<file path="src/rtl/fetch_sequencer_if.sv">
// Fetch sequencer bundle: redirect inputs, instruction-memory handshake, PC and flush outputs.
// Latency: none (wires only).
// Backpressure: imem_ready from memory stalls the outstanding request; stall_i from hazard unit.
// Ports: master = the fetch sequencer, slave = pipeline/memory environment.
interface fetch_sequencer_if;
  logic        stall_i;
  logic        branch_taken;
  logic [31:0] branch_target;
  logic        jump_valid;
  logic [31:0] jump_target;
  logic        imem_req;
  logic [31:0] imem_addr;
  logic        imem_ready;
  logic [31:0] pc;
  logic        fetch_valid;
  logic        flush_if;
  logic        flush_id;
  logic        misalign_err;

  modport master (
    input  stall_i, branch_taken, branch_target, jump_valid, jump_target, imem_ready,
    output imem_req, imem_addr, pc, fetch_valid, flush_if, flush_id, misalign_err
  );

  modport slave (
    output stall_i, branch_taken, branch_target, jump_valid, jump_target, imem_ready,
    input  imem_req, imem_addr, pc, fetch_valid, flush_if, flush_id, misalign_err
  );
endinterface

</file>
<file path="src/rtl/fetch_sequencer.sv">
// Instruction fetch sequencer: owns the PC, issues imem requests, applies branch/jump redirects.
// Latency: PC updates one edge after accept or immediate redirect; flush/valid outputs are combinational.
// Backpressure: once a request is issued it is held at a fixed address until imem_ready; stall_i only gates new requests.
// Ports: clk, rst (async active-low), bus (fetch_sequencer_if.master).
module fetch_sequencer #(
  parameter logic [31:0] RESET_PC = 32'h0000_0000
) (
  input  logic               clk,
  input  logic               rst,
  fetch_sequencer_if.master  bus
);

  typedef enum logic [1:0] {
    BOOT = 2'd0,
    REQ  = 2'd1,
    WAIT = 2'd2
  } state_e;

  state_e      state_q, state_d;
  logic [31:0] pc_q, pc_d;
  logic        pend_vld_q, pend_vld_d;
  logic [31:0] pend_pc_q, pend_pc_d;

  logic        redirect;
  logic [31:0] redir_raw;
  logic [31:0] redir_tgt;
  logic        misalign;
  logic        req;
  logic        accept;
  logic [31:0] accept_pc;

  always_comb begin
    redirect  = bus.branch_taken | bus.jump_valid;
    // Branch (older instruction, EX stage) beats jump (ID stage).
    redir_raw = bus.branch_taken ? bus.branch_target : bus.jump_target;
    redir_tgt = {redir_raw[31:2], 2'b00};
    misalign  = redirect & (redir_raw[1:0] != 2'b00);

    // A request already outstanding (WAIT) must stay up regardless of stall_i.
    req       = (state_q == WAIT) | ((state_q == REQ) & ~bus.stall_i);
    accept    = req & bus.imem_ready;
    accept_pc = redirect ? redir_tgt : (pend_vld_q ? pend_pc_q : pc_q + 32'd4);

    state_d    = state_q;
    pc_d       = pc_q;
    pend_vld_d = pend_vld_q;
    pend_pc_d  = pend_pc_q;

    case (state_q)
      BOOT: state_d = REQ;
      REQ, WAIT: begin
        if (accept) begin
          pc_d       = accept_pc;
          pend_vld_d = 1'b0;
          state_d    = REQ;
        end else if (req) begin
          // Address must not move while the request is pending; park the redirect.
          state_d = WAIT;
          if (redirect) begin
            pend_pc_d  = redir_tgt;
            pend_vld_d = 1'b1;
          end
        end else if (redirect) begin
          // Nothing in flight, so the redirect can land on the PC directly.
          pc_d       = redir_tgt;
          pend_vld_d = 1'b0;
        end
      end
      default: state_d = BOOT;
    endcase
  end

  always_ff @(posedge clk or negedge rst) begin
    if (!rst) begin
      state_q    <= BOOT;
      pc_q       <= RESET_PC;
      pend_vld_q <= 1'b0;
      pend_pc_q  <= 32'h0000_0000;
    end else begin
      state_q    <= state_d;
      pc_q       <= pc_d;
      pend_vld_q <= pend_vld_d;
      pend_pc_q  <= pend_pc_d;
    end
  end

  assign bus.imem_req     = req;
  assign bus.imem_addr    = pc_q;
  assign bus.pc           = pc_q;
  // The instruction returned with a pending redirect is from the old path.
  assign bus.flush_if     = redirect | (accept & pend_vld_q);
  assign bus.flush_id     = bus.branch_taken;
  assign bus.fetch_valid  = accept & ~bus.flush_if;
  assign bus.misalign_err = misalign;

endmodule

</file>
<file path="src/flat_wrapper.sv">
// flat-port wrapper written by rule: the top's interface ports become plain ports
module fetch_sequencer_flat 
#(
  parameter logic [31:0] RESET_PC = 32'h0000_0000
)
  (clk, rst, bus_stall_i, bus_branch_taken, bus_branch_target, bus_jump_valid, bus_jump_target, bus_imem_ready, bus_imem_req, bus_imem_addr, bus_pc, bus_fetch_valid, bus_flush_if, bus_flush_id, bus_misalign_err);
  fetch_sequencer_if bus_i ();
  input  logic clk;
  input  logic rst;
  input wire logic [$bits(bus_i.stall_i)-1:0] bus_stall_i;
  input wire logic [$bits(bus_i.branch_taken)-1:0] bus_branch_taken;
  input wire logic [$bits(bus_i.branch_target)-1:0] bus_branch_target;
  input wire logic [$bits(bus_i.jump_valid)-1:0] bus_jump_valid;
  input wire logic [$bits(bus_i.jump_target)-1:0] bus_jump_target;
  input wire logic [$bits(bus_i.imem_ready)-1:0] bus_imem_ready;
  output wire logic [$bits(bus_i.imem_req)-1:0] bus_imem_req;
  output wire logic [$bits(bus_i.imem_addr)-1:0] bus_imem_addr;
  output wire logic [$bits(bus_i.pc)-1:0] bus_pc;
  output wire logic [$bits(bus_i.fetch_valid)-1:0] bus_fetch_valid;
  output wire logic [$bits(bus_i.flush_if)-1:0] bus_flush_if;
  output wire logic [$bits(bus_i.flush_id)-1:0] bus_flush_id;
  output wire logic [$bits(bus_i.misalign_err)-1:0] bus_misalign_err;
  assign bus_i.stall_i = bus_stall_i;
  assign bus_i.branch_taken = bus_branch_taken;
  assign bus_i.branch_target = bus_branch_target;
  assign bus_i.jump_valid = bus_jump_valid;
  assign bus_i.jump_target = bus_jump_target;
  assign bus_i.imem_ready = bus_imem_ready;
  assign bus_imem_req = bus_i.imem_req;
  assign bus_imem_addr = bus_i.imem_addr;
  assign bus_pc = bus_i.pc;
  assign bus_fetch_valid = bus_i.fetch_valid;
  assign bus_flush_if = bus_i.flush_if;
  assign bus_flush_id = bus_i.flush_id;
  assign bus_misalign_err = bus_i.misalign_err;
  fetch_sequencer #(.RESET_PC(RESET_PC)) u_core (.clk(clk), .rst(rst), .bus(bus_i));
endmodule
</file>
<file path="config.mk">
export PLATFORM = sky130hd
export DESIGN_NAME = fetch_sequencer_flat
export DESIGN_NICKNAME = d
export VERILOG_FILES = /design/src/rtl/fetch_sequencer_if.sv /design/src/rtl/fetch_sequencer.sv /design/src/flat_wrapper.sv
export SDC_FILE = /design/constraint.sdc
export NUM_CORES = 1
export LEC_CHECK = 0
export ABC_AREA = 1
export ABC_CLOCK_PERIOD_IN_PS = 2100
export CAP_MARGIN = 40
export CORE_ASPECT_RATIO = 0.8
export CORE_MARGIN = 5
export CORE_UTILIZATION = 35
export CTS_CLUSTER_SIZE = 12
export DETAILED_ROUTE_END_ITERATION = 10
export GPL_TIMING_DRIVEN = 0
export HOLD_SLACK_MARGIN = 0.02
export SYNTH_ARGS = -nofsm -noshare
export SYNTH_HDL_FRONTEND = slang
export SYNTH_SLANG_ARGS = --single-unit
</file>
<file path="constraint.sdc">
create_clock -name clk -period 2.1 [get_ports clk]
set_input_delay 0.42 -clock clk [delete_from_list [all_inputs] [get_ports clk]]
set_output_delay 0.42 -clock clk [all_outputs]
set_load 0.02 [all_outputs]
</file>
==> results of run 1 <==
cells by family (layout without fill, tap and decap cells):
kind of cell | count (synthesis) | in the layout | synth area share (%)
simple gates | 468 | 468 | 40.3
buf+inv | 124 | 285 | 14.0
compound gates | 81 | 81 | 9.21
flops | 63 | 63 | 33.3
xor+xnor | 7 | 7 | 1.30
fa+ha+maj | 5 | 5 | 1.32
mux | 2 | 2 | 0.423
other cells | 1 | 4 | 0.0793
state kept, by name, summed over array words and instances (netlist names):
signal	flops
u_core.pend_pc_q	30
u_core.bus.imem_addr	30
u_core.pend_vld_q	1
u_core.state_q	2
worst reg2reg max path, delay by kind of cell, from the launching register on:
kind | cells | cell delay, ps
AO/OA/AOI/OAI | 1 | 150
adder cells (fa/ha/maj) | 1 | 300
buffers and inverters | 5 | 540
flip-flops | 1 | 410
AND/OR/NAND/NOR | 5 | 500
per-stage QoR:
stage                     setup WS [ps]  hold slack (ps)
after floorplan                     166              124
after global placement            -1640              464
after detailed placement           -639              450
after CTS                         -67.1             96.4
after global routing              -48.6              110
final                              12.1             75.3
where the power goes:
group	switching (mW)	internal, mW
sequential	0.763	1.77
combinational	2.62	2.27
clock	0.572	0.833
total	3.96	4.87
placed cells by master (no fill, tap or decap), drive strengths merged, types with 7 or more instances in the layout:
master,Yosys,final
nand2,379,379
clkdlybuf4s50,0,128
buf,58,69
dfrtp,63,63
inv,59,58
nor2,53,53
o21ai,42,42
a21oi,31,31
nand3,30,30
clkbuf,6,23
xor2,7,7
worst min-delay path by stage:
stage,to,cells past startpoint,from
finish,u_core.bus.imem_addr[8],2,rst
global route,u_core.bus.imem_addr[6],2,rst
CTS,u_core.bus.imem_addr[5],2,rst
detailed placement,u_core.bus.imem_addr[8],2,rst
global placement,u_core.pend_pc_q[20],2,u_core.pend_pc_q[20]
floorplan,u_core.bus.imem_addr[10],0,rst
cell usage after synthesis (4+ instances only):
| cell type | count |
|---|---|
| nor2_1 | 38 |
| a21oi_1 | 30 |
| nor2_2 | 9 |
| nor2_4 | 6 |
| clkbuf_1 | 4 |
| nand2_2 | 6 |
| nand2_1 | 371 |
| inv_1 | 57 |
| o211ai_1 | 5 |
| buf_4 | 40 |
| o21ai_0 | 40 |
| dfrtp_1 | 63 |
| xor2_1 | 7 |
| nand3_1 | 30 |
| ha_1 | 5 |
| buf_2 | 17 |
what timing repair did:
item                                    in CTS  in global routing
endpoints found under the setup margin       4                 45
pin swaps                                    0                  2
resized for setup                           20                 19
buffers inserted                             5                  7
hold buffers                                 0                  0
per-layer routing:
| layer | track usage [%] | wire length (um) |
|---|---|---|
| met1 | 30.5 | 7930 |
| met2 | 27.9 | 6450 |
| met3 | 4.15 | 1310 |
| met4 | 5.10 | 205 |
| met5 | 0 | 0 |
cell type report:
class	count	area (um2)
tap	180	225
inverter	60	233
clock inverter	4	31.3
fill	1427	6670
sequential	63	1580
buffer	63	449
clock buffer	12	246
multi-input combinational	567	2540
timing repair buffer	146	1440
==> results.ini, run 1 <==
[sta]
clock_skew_ps = 8.50
tightest_slew_ps = 606
min_period_ps = 2090
finalHoldViolations = 0
rsz0062_at_grt = true
setup-violations-final = 0
fin_crit_sh_pct = 99.4
relSlewSlack_pct = 59.6
setup_tns_ps = 0
drv_slew = 0
fmax_ghz = 0.479

[floorplanning]
io_pins = 139
row_count = 38
core_region_area_um2 = 13400
start_util_pct = 35.3
die_w_um = 140
die_area_um2 = 16000
die_h_um = 114

[worst_setup_path]
reg2reg_slack_ps = 120
r2r-end = u_core.bus.imem_addr[28]
crit_start = u_core.state_q[0]
crit_path_start_kind = register
cpPeakStageDelay_ps = 440
cp_data_arrival_time_ps = 1670
cp_num_buf_inv = 3
crit_chain = inv_2 -> ha_2 -> a21oi_4 -> nor2_4 -> nand2_2 -> buf_8 -> nor2_2 -> buf_6
rr_startpoint = u_core.state_q[0]
critPathTopFamily = flip-flops
critPathMaxFanout = 9
ff2ff_path_depth = 12
crit_end = bus_fetch_valid
end_kind = output pin
path_class = reg2out
required_ps = 1680
worst-path-stages = 8
cp_slowest_cell = dfrtp_2

[logic_synthesis]
ys_types = 32
synth_ff_type = dfrtp_1
synth_top_cell_by_area = dfrtp_1
synth.top_cell.area_share_pct = 33.3
yosys-top-cells-area = dfrtp_1 33%, nand2_1 29%, buf_4 6.3%
synthArstFlopShare_pct = 100
syn_inst = 751
synth_edf_count = 0
syn_area_um2 = 4730
yosysWarnings = 0
seq_area_frac_synth_pct = 33.3
ys_seq_elements = 63
syn-mean-instance-area_um2 = 6.30

[clock_tree]
cts_buffers = 9
cts-root-buf = clkbuf_16
clkTransAtPathRegs_ps = 60
cts_tree = yes
clkLatencyLatePin_ps = 340
htree_levels = 3
clock_path_buffers = 2
cts_sinks = 63

[route]
via_per_inst = 4.63
vias = 5075
ant_nets = 0
drcViolationCount = 0
wire_per_inst_um = 14.5
dr.first_iter.drc_count = 407
wirelength_mm = 15.9
dr.pass1.iters = 5

[grt]
grt_pass1_vias = 4513
grt_pass1_wl_mm = 24.8
grt_antenna_before_repair = 0
overflow = 0
gr-usage-all-layers_pct = 19.8
grt_start_max_net_pins = 64

[placed_design]
port_buffers = 133
place_congestion = 0.900
dp.cells = 1068
hpwl_mm = 12.3
placed_area_um2 = 6320

[outcome]
run_status = completed

[power_and_ir_drop]
powerDensity_nw_per_um2 = 1310
power.leakage_nw = 3.42
peakVddDrop_uv = 553
power_mw = 8.83

[cells_and_area]
nets = 985
fin_cells = 1095
finish.utilization_pct = 50.3
syn_to_final_growth_pct = 42.5
n_antenna_cell = 0
final_layout_size_suffix_gt1_share_pct = 13.9
fin_area_um2 = 6740

[run]
maxCapViolations = 0

[hold_path]
min_path_type = in2async

(Power assumes the default switching activity.)
==> run 2, diff against run 1 <==
- CORE_UTILIZATION: 35 -> 49
- PLACE_DENSITY: default -> 0.88
==> run 2 against run 1 <==
  * Sequential power about the same
  * Maximum frequency decreased by 0.89%
  * The flow now finishes with violations (setup timing)
  * Combinational power about the same
  * Via count increased by 4.1%
==> results.ini, run 2 (synthesized netlist as in run 1, its figures left out) <==
[outcome]
run_status = finished with violations
violations = setup timing

[cells_and_area]
finish.utilization_pct = 69.6  ; +19 points
n_antenna_cell = 0  ; unchanged
layout_commonest_cell = nand2_1
syn_to_final_growth_pct = 40.2
fin_cells = 1032  ; -5.8%
final_cell_mix = 370 x nand2_1, 128 x clkdlybuf4s50_1, 63 x dfrtp_1
final_layout_size_suffix_gt1_share_pct = 13.4  ; -0.52 points
nets = 983  ; -0.20%

[route]
drcViolationCount = 0  ; unchanged
dr.first_iter.drc_count = 610  ; +50%
dr.pass1.iters = 6  ; +1
vias = 5284  ; +4.1%
wirelength_mm = 15.1  ; -4.8%
via_per_inst = 5.12  ; +10%
wire_per_inst_um = 14.7  ; +0.97%
ant_nets = 0  ; unchanged

[sta]
relSlewSlack_pct = 45.7  ; -14 points
setup_ws_ps = -6.64  ; -18.8 ps
rsz0062_at_grt = true
min_period_ps = 2110  ; +18.8 ps
drv_slew = 0  ; unchanged
hold_slack_ps = 172  ; +96.7 ps
fmax_ghz = 0.475  ; -0.89%
tightest_slew_ps = 815  ; +210 ps
fin_crit_sh_pct = 100  ; +0.89 points
clock_skew_ps = 9.92  ; +1.42 ps
setup-violations-final = 1  ; +1
finalHoldViolations = 0  ; unchanged

[clock_tree]
cts_tree = yes
clkTransAtPathRegs_ps = 60  ; about the same
clock_path_buffers = 2  ; unchanged
cts_sinks = 63  ; unchanged
clkLatencyLatePin_ps = 340  ; about the same
htree_levels = 3  ; unchanged
cts-root-buf = clkbuf_16
cts_hold_buf = 0  ; unchanged
cts_buffers = 9  ; unchanged

[placed_design]
hpwl_mm = 11.4  ; -7.5%
place_congestion = 0.977  ; +8.6%
port_buffers = 133  ; unchanged
dp.cells = 1006  ; -5.8%
pre_cts_ws_ps = -615  ; +23.6 ps

[grt]
overflow = 0  ; unchanged
grt_pass1_wl_mm = 24.3  ; -1.8%
grt_pass1_vias = 4873  ; +8.0%
gr-usage-all-layers_pct = 25.8  ; +6.0 points
grt_start_max_net_pins = 64  ; unchanged
grt_antenna_before_repair = 0  ; unchanged

[floorplanning]
die_h_um = 97.9  ; -14%
io_pins = 139  ; unchanged
die_w_um = 120  ; -14%
start_util_pct = 49.6  ; +14 points
die_area_um2 = 11700  ; -26%
core_region_area_um2 = 9530  ; -29%
row_count = 32  ; -16%

[worst_setup_path]
cp_data_arrival_time_ps = 1690  ; +20 ps
crit_path_start_kind = register
critPathMaxFanout = 11  ; +2
required_ps = 1680  ; about the same
path_class = reg2out
rr_startpoint = u_core.state_q[0]
crit_start = u_core.state_q[0]
end_kind = output pin

[power_and_ir_drop]
powerDensity_nw_per_um2 = 1330  ; +1.7%
power_mw = 8.83  ; about the same
peakVddDrop_uv = 618  ; +12%
power.leakage_nw = 3.42  ; -0.22%

[hold_path]
min_path_type = in2async

[run]
maxCapViolations = 0  ; unchanged

==> run 2: cell type report <==
| cell class | instances | area, um2 |
|---|---|---|
| inverters | 60 | 233 |
| multi-input cells | 567 | 2540 |
| well taps | 119 | 149 |
| fillers | 805 | 2900 |
| repair buffers | 144 | 1410 |
| clock inverters | 5 | 33.8 |
| plain buffers | 63 | 452 |
| flip-flops and latches | 63 | 1580 |
| clock buffers | 11 | 243 |
==> run 2: path summary, 6_finish.rpt <==
| check | to | slack, ps | cells past startpoint |
|---|---|---|---|
| setup / recovery | bus_fetch_valid | -7 | 8 |
| hold / removal | u_core.bus.imem_addr[8] | 170 | 1 |
| setup reg to reg | u_core.bus.imem_addr[7] | 130 | 9 |
| hold reg to reg | u_core.pend_pc_q[30] | 490 | 2 |
| max in group asynchronous | u_core.bus.imem_addr[16] | 1380 | 1 |
| min in group clk | u_core.pend_pc_q[19] | 470 | 5 |
==> run 2: where the power goes <==
part / total, mW / switching (mW) / internal [mW]
clock network: 1.40 / 0.570 / 0.828
registers: 2.53 / 0.762 / 1.77
logic: 4.90 / 2.66 / 2.24
total: 8.83 / 3.99 / 4.84
==> run 2: worst max-delay path: stages, from the launching register on <==
cell and delay (ps):
dfrtp_1 440, inv_2 90, ha_4 170, a21oi_4 170, nor2_2 70, nand2_2 90, buf_12 140, nor2_4 40
buf_6 140
==> run 2: repair_timing <==
| action | 4_1_cts | 5_1_grt |
|---|---|---|
| setup endpoints to repair | 4 | 12 |
| hold endpoints to repair | 0 | 0 |
| setup buffers | 3 | 8 |
| pin swaps | 2 | 1 |
| resized for setup | 22 | 10 |
==> run 2: per-layer routing <==
layer  global-route usage, %  part of all wire (%)  vias to the layer above
met3                    6.89                    12                       25
met1                    37.0                    43                     2355
met4                    6.34                   1.5                        0
met5                       0                     0                        -
li1                        -                     -                     2603
met2                    39.0                    44                      301
==> run 2: stage by stage <==
stage	TNS [ps]	cell area, um2
4_1_cts	-7.24	6530
3_3_place_gp	-92770	6220
3_5_place_dp	-1680	6220
6_report	-6.64	6630
5_1_grt	-75.5	6630
2_1_floorplan	0	4740
